--- src/rtl/starter_pkg.sv ---
// Shared types and constants for the starter-selection screen.
// The state encoding is also consumed by the screen renderer.
package starter_pkg;

    typedef enum logic [1:0] {
        IDLE    = 2'd0,
        BROWSE  = 2'd1,
        CONFIRM = 2'd2,
        LOCKED  = 2'd3
    } state_e;

    // Species IDs of the default starter line-up (BASE_ID = 3).
    localparam logic [4:0] ID_STARTER0 = 5'd3;
    localparam logic [4:0] ID_STARTER1 = 5'd4;
    localparam logic [4:0] ID_STARTER2 = 5'd5;

    // Cursor width; a single-option screen still needs a 1-bit bus.
    function automatic int cur_width(input int n);
        return (n > 1) ? $clog2(n) : 1;
    endfunction

endpackage

--- src/rtl/starter_select_fsm_edge_detect.sv ---
// Rising-edge press detector for one already-synchronised button level.
module edge_detect (
    input  logic Clk,
    input  logic Reset,
    input  logic level_i,
    output logic press_o
);

    logic level_q;

    // NOTE: history resets to 1 so a button held through reset is not a press.
    always_ff @(posedge Clk) begin
        if (Reset) begin
            level_q <= 1'b1;
        end else begin
            level_q <= level_i;
        end
    end

    assign press_o = level_i & ~level_q;

endmodule

--- src/rtl/starter_select_fsm.sv ---
// Starter-selection screen: cursor browsing, two-step confirm, and a
// species ID that stays locked until reset once the choice is confirmed.
module starter_select_fsm
    import starter_pkg::*;
#(
    parameter  int NUM_STARTERS = 3,
    parameter  int ID_WIDTH     = 5,
    parameter  int BASE_ID      = 3,
    parameter  int WRAP         = 1,
    localparam int CUR_W        = cur_width(NUM_STARTERS)
) (
    input  logic                Clk,
    input  logic                Reset,
    input  logic                enable,
    input  logic                btn_left,
    input  logic                btn_right,
    input  logic                btn_a,
    input  logic                btn_b,
    input  logic [ID_WIDTH-1:0] prev_ID,
    output logic [CUR_W-1:0]    cursor,
    output logic [1:0]          state,
    output logic [ID_WIDTH-1:0] new_ID,
    output logic                done
);

    localparam logic [CUR_W-1:0] LAST = CUR_W'(NUM_STARTERS - 1);

    generate
        if (NUM_STARTERS < 1) begin : g_bad_count
            $error("starter_select_fsm: NUM_STARTERS must be at least 1");
        end
        if (BASE_ID + NUM_STARTERS - 1 >= (1 << ID_WIDTH)) begin : g_bad_range
            $error("starter_select_fsm: highest starter ID does not fit in ID_WIDTH");
        end
    endgenerate

    logic press_left, press_right, press_a, press_b;

    edge_detect u_edge_left  (.Clk(Clk), .Reset(Reset), .level_i(btn_left),  .press_o(press_left));
    edge_detect u_edge_right (.Clk(Clk), .Reset(Reset), .level_i(btn_right), .press_o(press_right));
    edge_detect u_edge_a     (.Clk(Clk), .Reset(Reset), .level_i(btn_a),     .press_o(press_a));
    edge_detect u_edge_b     (.Clk(Clk), .Reset(Reset), .level_i(btn_b),     .press_o(press_b));

    state_e                state_q, state_d;
    logic [CUR_W-1:0]      cursor_q, cursor_d;
    logic [ID_WIDTH-1:0]   locked_id_q, locked_id_d;
    logic                  done_q, done_d;

    // Cursor targets for a single-direction press, honouring WRAP.
    logic [CUR_W-1:0] cursor_dec, cursor_inc;

    always_comb begin
        if (cursor_q == '0) begin
            cursor_dec = (WRAP != 0) ? LAST : '0;
        end else begin
            cursor_dec = cursor_q - CUR_W'(1);
        end
        if (cursor_q >= LAST) begin
            cursor_inc = (WRAP != 0) ? '0 : LAST;
        end else begin
            cursor_inc = cursor_q + CUR_W'(1);
        end
    end

    // NOTE: every output of this block gets a default first, so no latch is inferred.
    always_comb begin
        state_d     = state_q;
        cursor_d    = cursor_q;
        locked_id_d = locked_id_q;
        done_d      = 1'b0;

        unique case (state_q)
            IDLE: begin
                if (enable) begin
                    state_d  = BROWSE;
                    cursor_d = '0;
                end
            end
            BROWSE: begin
                if (!enable) begin
                    state_d  = IDLE;
                    cursor_d = '0;
                end else if (press_a) begin
                    state_d = CONFIRM;
                end else if (press_left && !press_right) begin
                    cursor_d = cursor_dec;
                end else if (press_right && !press_left) begin
                    cursor_d = cursor_inc;
                end
            end
            CONFIRM: begin
                if (!enable) begin
                    state_d  = IDLE;
                    cursor_d = '0;
                end else if (press_b) begin
                    state_d = BROWSE;
                end else if (press_a) begin
                    state_d     = LOCKED;
                    locked_id_d = ID_WIDTH'(BASE_ID) + ID_WIDTH'(cursor_q);
                    done_d      = 1'b1;
                end
            end
            LOCKED: begin
                state_d = LOCKED;
            end
            default: begin
                state_d  = IDLE;
                cursor_d = '0;
            end
        endcase
    end

    // NOTE: sequential state uses non-blocking assignments only.
    always_ff @(posedge Clk) begin
        if (Reset) begin
            state_q     <= IDLE;
            cursor_q    <= '0;
            locked_id_q <= '0;
            done_q      <= 1'b0;
        end else begin
            state_q     <= state_d;
            cursor_q    <= cursor_d;
            locked_id_q <= locked_id_d;
            done_q      <= done_d;
        end
    end

    assign cursor = cursor_q;
    assign state  = state_q;
    assign done   = done_q;
    assign new_ID = (state_q == LOCKED) ? locked_id_q : prev_ID;

endmodule

--- config.mk ---
export PLATFORM = sky130hd
export DESIGN_NAME = starter_select_fsm
export DESIGN_NICKNAME = d
export VERILOG_FILES = /design/src/rtl/starter_pkg.sv /design/src/rtl/starter_select_fsm_edge_detect.sv /design/src/rtl/starter_select_fsm.sv
export SDC_FILE = /design/constraint.sdc
export NUM_CORES = 1
export LEC_CHECK = 0
export CORE_MARGIN = 2
export CORE_UTILIZATION = 45
export CTS_CLUSTER_SIZE = 14
export DETAILED_ROUTE_END_ITERATION = 12
export PLACE_DENSITY = 0.8
export SYNTH_ARGS = -nofsm -noshare
export SYNTH_HDL_FRONTEND = slang
export SYNTH_SLANG_ARGS = --single-unit
--- constraint.sdc ---
create_clock -name Clk -period 2.3 [get_ports Clk]
set_input_delay 0.46 -clock Clk [delete_from_list [all_inputs] [get_ports Clk]]
set_output_delay 0.46 -clock Clk [all_outputs]
set_load 0.1 [all_outputs]
==> results of run 1 <==
## registers in the layout, indices dropped and copies added, names as in the netlist
| register | flops |
|---|---|
| u_edge_b.level_q | 1 |
| locked_id_q | 3 |
| u_edge_a.level_q | 1 |
| u_edge_right.level_q | 1 |
| u_edge_left.level_q | 1 |
| cursor | 2 |
| state | 2 |
| done | 1 |
## worst register-to-register path, cell delays in order, from the launching register on
cell	delay, ps
dfxtp_1	300
or2b_2	330
xnor2_1	140
o211ai_1	300
mux2i_1	230
## through the flow
stage               worst slack [ps]  hold WS (ps)
detailed placement             284.3         483.7
finish                         440.4         497.7
global placement               322.9         484.9
floorplan                      189.8         456.1
global route                   371.0         535.5
CTS                            417.9         501.7
## area by class of cell
| cell class | count | area (um^2) |
|---|---|---|
| Sequential cell | 12 | 242.7 |
| Fill cell | 111 | 376.6 |
| Tap cell | 15 | 18.77 |
| Multi-Input combinational cell | 49 | 364.1 |
| Clock buffer | 4 | 36.28 |
| Timing Repair Buffer | 22 | 255.2 |
| Inverter | 2 | 7.507 |
## kinds of logic after synthesis
logic type,share of synthesized area
compound gates,0.1290
flops,0.3871
mux,0.1028
xor+xnor,0.01412
buf+inv,0.02620
simple gates,0.2803
fa+ha+maj,0.06049
## per-layer routing
layer / wire length, um / up-vias / track usage / part of all wire
li1: - / 275 / - / -
met1: 533 / 243 / 0.2052 / 0.45
met2: 577 / 15 / 0.2422 / 0.48
met3: 64 / 4 / 0.03261 / 0.054
met4: 17 / 0 / 0.09677 / 0.014
met5: 0 / - / 0 / 0
## where the power goes
part,internal (mW),total [mW],switching [mW]
Sequential,0.213,0.217,0.00371
Combinational,0.0516,0.119,0.0678
Clock,0.0962,0.167,0.0709
## Yosys cell counts
cell type / n
a211oi_1: 2
a21boi_0: 1
a21oi_1: 5
a311o_1: 1
and2_1: 2
and2b_1: 1
and3_1: 1
clkbuf_1: 1
clkbuf_2: 1
dfxtp_1: 12
ha_1: 3
inv_1: 2
mux2_2: 3
mux2i_1: 3
nand2_1: 2
nand2_2: 1
nand2b_1: 4
nand3_1: 2
nand3b_1: 1
nor2_1: 3
nor2b_1: 1
nor3_1: 2
nor4b_4: 1
o211ai_1: 1
o21a_1: 1
o21bai_1: 1
or2_2: 4
or2b_2: 1
or3_1: 1
xnor2_1: 1
## final timing paths
path | from | to | slack, ps | depth (start not counted)
setup / recovery | state[0]$_SDFFE_PP0P_ | new_ID[0] | 440 | 3
hold / removal | locked_id_q[0]$_SDFFE_PP0P_ | locked_id_q[0]$_SDFFE_PP0P_ | 500 | 2
setup reg to reg | u_edge_right.level_q$_SDFF_PP1_ | cursor[0]$_SDFFE_PP0P_ | 940 | 4
hold reg to reg | locked_id_q[0]$_SDFFE_PP0P_ | locked_id_q[0]$_SDFFE_PP0P_ | 500 | 2
==> impl_metrics.tcl, run 1 <==
set metrics [dict create \
    post-cts-setup-buffers 0 \
    dp_hpwl_um 944.4 \
    fp.coreArea_um2 1301 \
    start_kind "register" \
    die_height_um 41.14 \
    rows 13 \
    worstMarginPinSlew_ps 363.1 \
    layout_min_cycle_time_ps 1860 \
    drtAntennaViolNets 0 \
    cp_max_fo 7 \
    cap_violations 0 \
    status "finished clean" \
    drive_gt1_frac 0.3034 \
    initial_core_util 0.4769 \
    finClkSkew_ps 4.345 \
    ioPinCount 22 \
    drv_slew 0 \
    post-route-util 0.7106 \
    synthesis.area_um2 620.6 \
    crit_path_cell_trace "nand2_1, mux2_2, buf_12" \
    ys_types 30 \
    setup_violations 0 \
    hp-class "reg -> reg" \
    place_congestion 0.6999 \
    cp_num_buf_inv 1 \
    dp.cells 100 \
    grt_pass1_wl_um 1711 \
    fin_nets 105 \
    vias 537 \
    drc_errors 0 \
    routed_via_density 5.163 \
    power_density_nw_per_um2 544.1 \
    synthTopCellsByArea "dfxtp_1 (39%), ha_1 (6.0%), mux2_2 (5.4%)" \
    crit_required_ps 1840 \
    relSlewSlack 0.7569 \
    cts.reportedPaths.clkPinSlew_ps 80 \
    die_w_um 41.14 \
    avgSynthCellArea_um2 9.548 \
    wl_per_cell_um 11.45 \
    htreeDepth 1 \
    rsz0062_at_grt "false" \
    final_cell_mix "clkdlybuf4s50_1 (11), dfxtp_1 (10), buf_4 (6), a21oi_1 (5), buf_12 (5)" \
    layout_commonest_cell "clkdlybuf4s50_1" \
    antenna_found_initial 0 \
    seq_area_frac_synth 0.3871 \
    worst_path_max_delay_cell "mux2_2" \
    cts.sinks 12 \
    cts_buffers 3 \
    design_area_um2 924.6 \
    slowest_delay_ps 390 \
    synth.ff_latch_count 12 \
    syn_nets 80 \
    port_buffers 21 \
    crit_family "multiplexers" \
    first_global_vias 425 \
    synth_cells 65 \
    timing.final.crit_share 0.8085 \
    hold_viol 0 \
    drtIter0Drc 4 \
    grt_usage 0.1598 \
    setup_tns_ps 0 \
    layout.cells.non_filler 104 \
    yosys_warnings 0 \
    cts_tree "done" \
    p_total_mw 0.5031 \
    cts.path.max_buffers 2 \
    power.leakage_nw 0.3629 \
    die-area_um2 1692 \
    synthToLayoutAreaGrowth_pct 48.99 \
    grt_max_degree 13 \
    drt_pass1_iterations 3 \
    max_freq_mhz 537.7 \
    root_buffer "clkbuf_4" \
    post_cts_resized 0 \
    wl_um 1191 \
    clk_latency_ps 270 \
    grt-ovfl-total 0 \
    cts_hold_buffers 0 \
    diodes 0 \
    worstPathArrival_ps 1400 \
    end_kind "primary output" \
    ir_drop_v 0.0002857 \
    placed_area_um2 888.4 \
    crit_type "reg -> out" \
    synth.largest_area_cell "dfxtp_1" \
    synth_top_area_share 0.3871 \
]
No activity file was read; power rests on OpenSTA's default activity.
==> run 2, diff against run 1 <==
- CORE_UTILIZATION: 45 -> 42
- PLACE_DENSITY: 0.8 -> 0.76
- clock period: 2.3 -> 1.9 ns (I/O delays scaled with it)
==> impl_metrics.tcl, run 2 (synthesis results as in run 1) <==
set metrics [dict create \
    synthToLayoutAreaGrowth_pct 59.07 \
    crit_type "reg -> out" \
    drtAntennaViolNets 0 \
    grt_usage 0.1729 \
    place_congestion 0.7478 \
    start_kind "register" \
    hold_viol 0 \
    cts_tree "done" \
    placed_area_um2 958.4 \
    cts.sinks 12 \
    cts.reportedPaths.clkPinSlew_ps 80 \
    post-cts-setup-buffers 0 \
    diodes 0 \
    routed_via_density 5.308 \
    timing.final.crit_share 0.9314 \
    initial_core_util 0.4653 \
    design_area_um2 987.2 \
    final_cell_mix "clkdlybuf4s50_1 (11), dfxtp_1 (9), buf_12 (8), buf_4 (6), a21oi_1 (5)" \
    top_register "locked_id_q" \
    wl_um 1285 \
    cts_buffers 3 \
    drtIter0Drc 10 \
    cp_max_fo 7 \
    power.leakage_nw 0.3874 \
    port_buffers 21 \
    fp.coreArea_um2 1334 \
    crit_required_ps 1520 \
    drive_gt1_frac 0.3587 \
    setup_violations 0 \
    ioPinCount 22 \
    die_w_um 42.44 \
    relSlewSlack 0.7523 \
    drc_errors 0 \
    grt_max_degree 13 \
    hp-class "reg -> reg" \
    cts.path.max_buffers 2 \
    wl_per_cell_um 12.01 \
    worstMarginPinSlew_ps 370.0 \
    antenna_found_initial 0 \
    grt_pass1_wl_um 2359 \
    root_buffer "clkbuf_4" \
    grt-ovfl-total 0 \
    status "finished clean" \
    post_cts_resized 0 \
    die_height_um 42.44 \
    pre_cts_slack_ps 17.08 \
    cap_violations 0 \
    setup_ws_ps 130.4 \
    cts_hold_buffers 0 \
    largest_register_ff_count 3 \
    rsz0062_at_grt "false" \
    die-area_um2 1801 \
    drt_pass1_iterations 4 \
    power_density_nw_per_um2 594.8 \
    rows 13 \
    worstPathArrival_ps 1390 \
    end_kind "primary output" \
    layout_min_cycle_time_ps 1770 \
    layout_commonest_cell "clkdlybuf4s50_1" \
    ir_drop_v 0.0005879 \
    clk_latency_ps 280 \
    finClkSkew_ps 2.053 \
    p_total_mw 0.5872 \
    hold_ws_ps 498.9 \
    max_freq_mhz 565.1 \
    dp_hpwl_um 1011 \
    drv_slew 0 \
    vias 568 \
    nFillCells 104 \
    htreeDepth 1 \
    first_global_vias 530 \
    fin_nets 108 \
]
==> run 2: final cells by class <==
type                    count  area, um^2  share of cell area
clock buffers               4       26.28             0.02662
flip-flops and latches     12       246.5              0.2497
repair buffers             25       315.3              0.3194
well taps                  15       18.77             0.01901
multi-input cells          49       372.9              0.3777
inverters                   2       7.507            0.007605
==> run 2: metrics by stage <==
step                      TNS (ps)  cells  utilization
after detailed placement         0    103       0.7186
final                            0    107       0.7402
after floorplan             -152.4     65            -
after global routing             0    107       0.7402
after global placement           0    103       0.7186
after CTS                        0    107       0.7383
==> run 2: path summary, 6_finish.rpt <==
check / end / slack (ps) / start / cells after the start
max: new_ID[1] / 130 / state[0]$_SDFFE_PP0P_ / 3
min: locked_id_q[0]$_SDFFE_PP0P_ / 500 / locked_id_q[0]$_SDFFE_PP0P_ / 2
max reg2reg: cursor[1]$_SDFFE_PP0P_ / 600 / state[0]$_SDFFE_PP0P_ / 4
min reg2reg: locked_id_q[0]$_SDFFE_PP0P_ / 500 / locked_id_q[0]$_SDFFE_PP0P_ / 2
==> run 2: metal layers <==
layer  wire length, um  GRT usage  up-vias
met5                 0          0        -
met4                34     0.1125        0
met3                90    0.05603        5
met2               590     0.2646       25
met1               570     0.2047      254
li1                  -          -      284
==> run 2: worst max-delay path, stage by stage (launching register included) <==
cell     delay (ps)
dfxtp_2         460
nand2_2         150
mux2_4          340
buf_12          170
==> run 2: power breakdown <==
| group | leakage, nW | switching [mW] | total, mW | internal [mW] |
|---|---|---|---|---|
| Clock | 0.0150 | 0.0905 | 0.172 | 0.0816 |
| Sequential | 0.0997 | 0.00553 | 0.262 | 0.256 |
| Combinational | 0.273 | 0.0833 | 0.153 | 0.0698 |
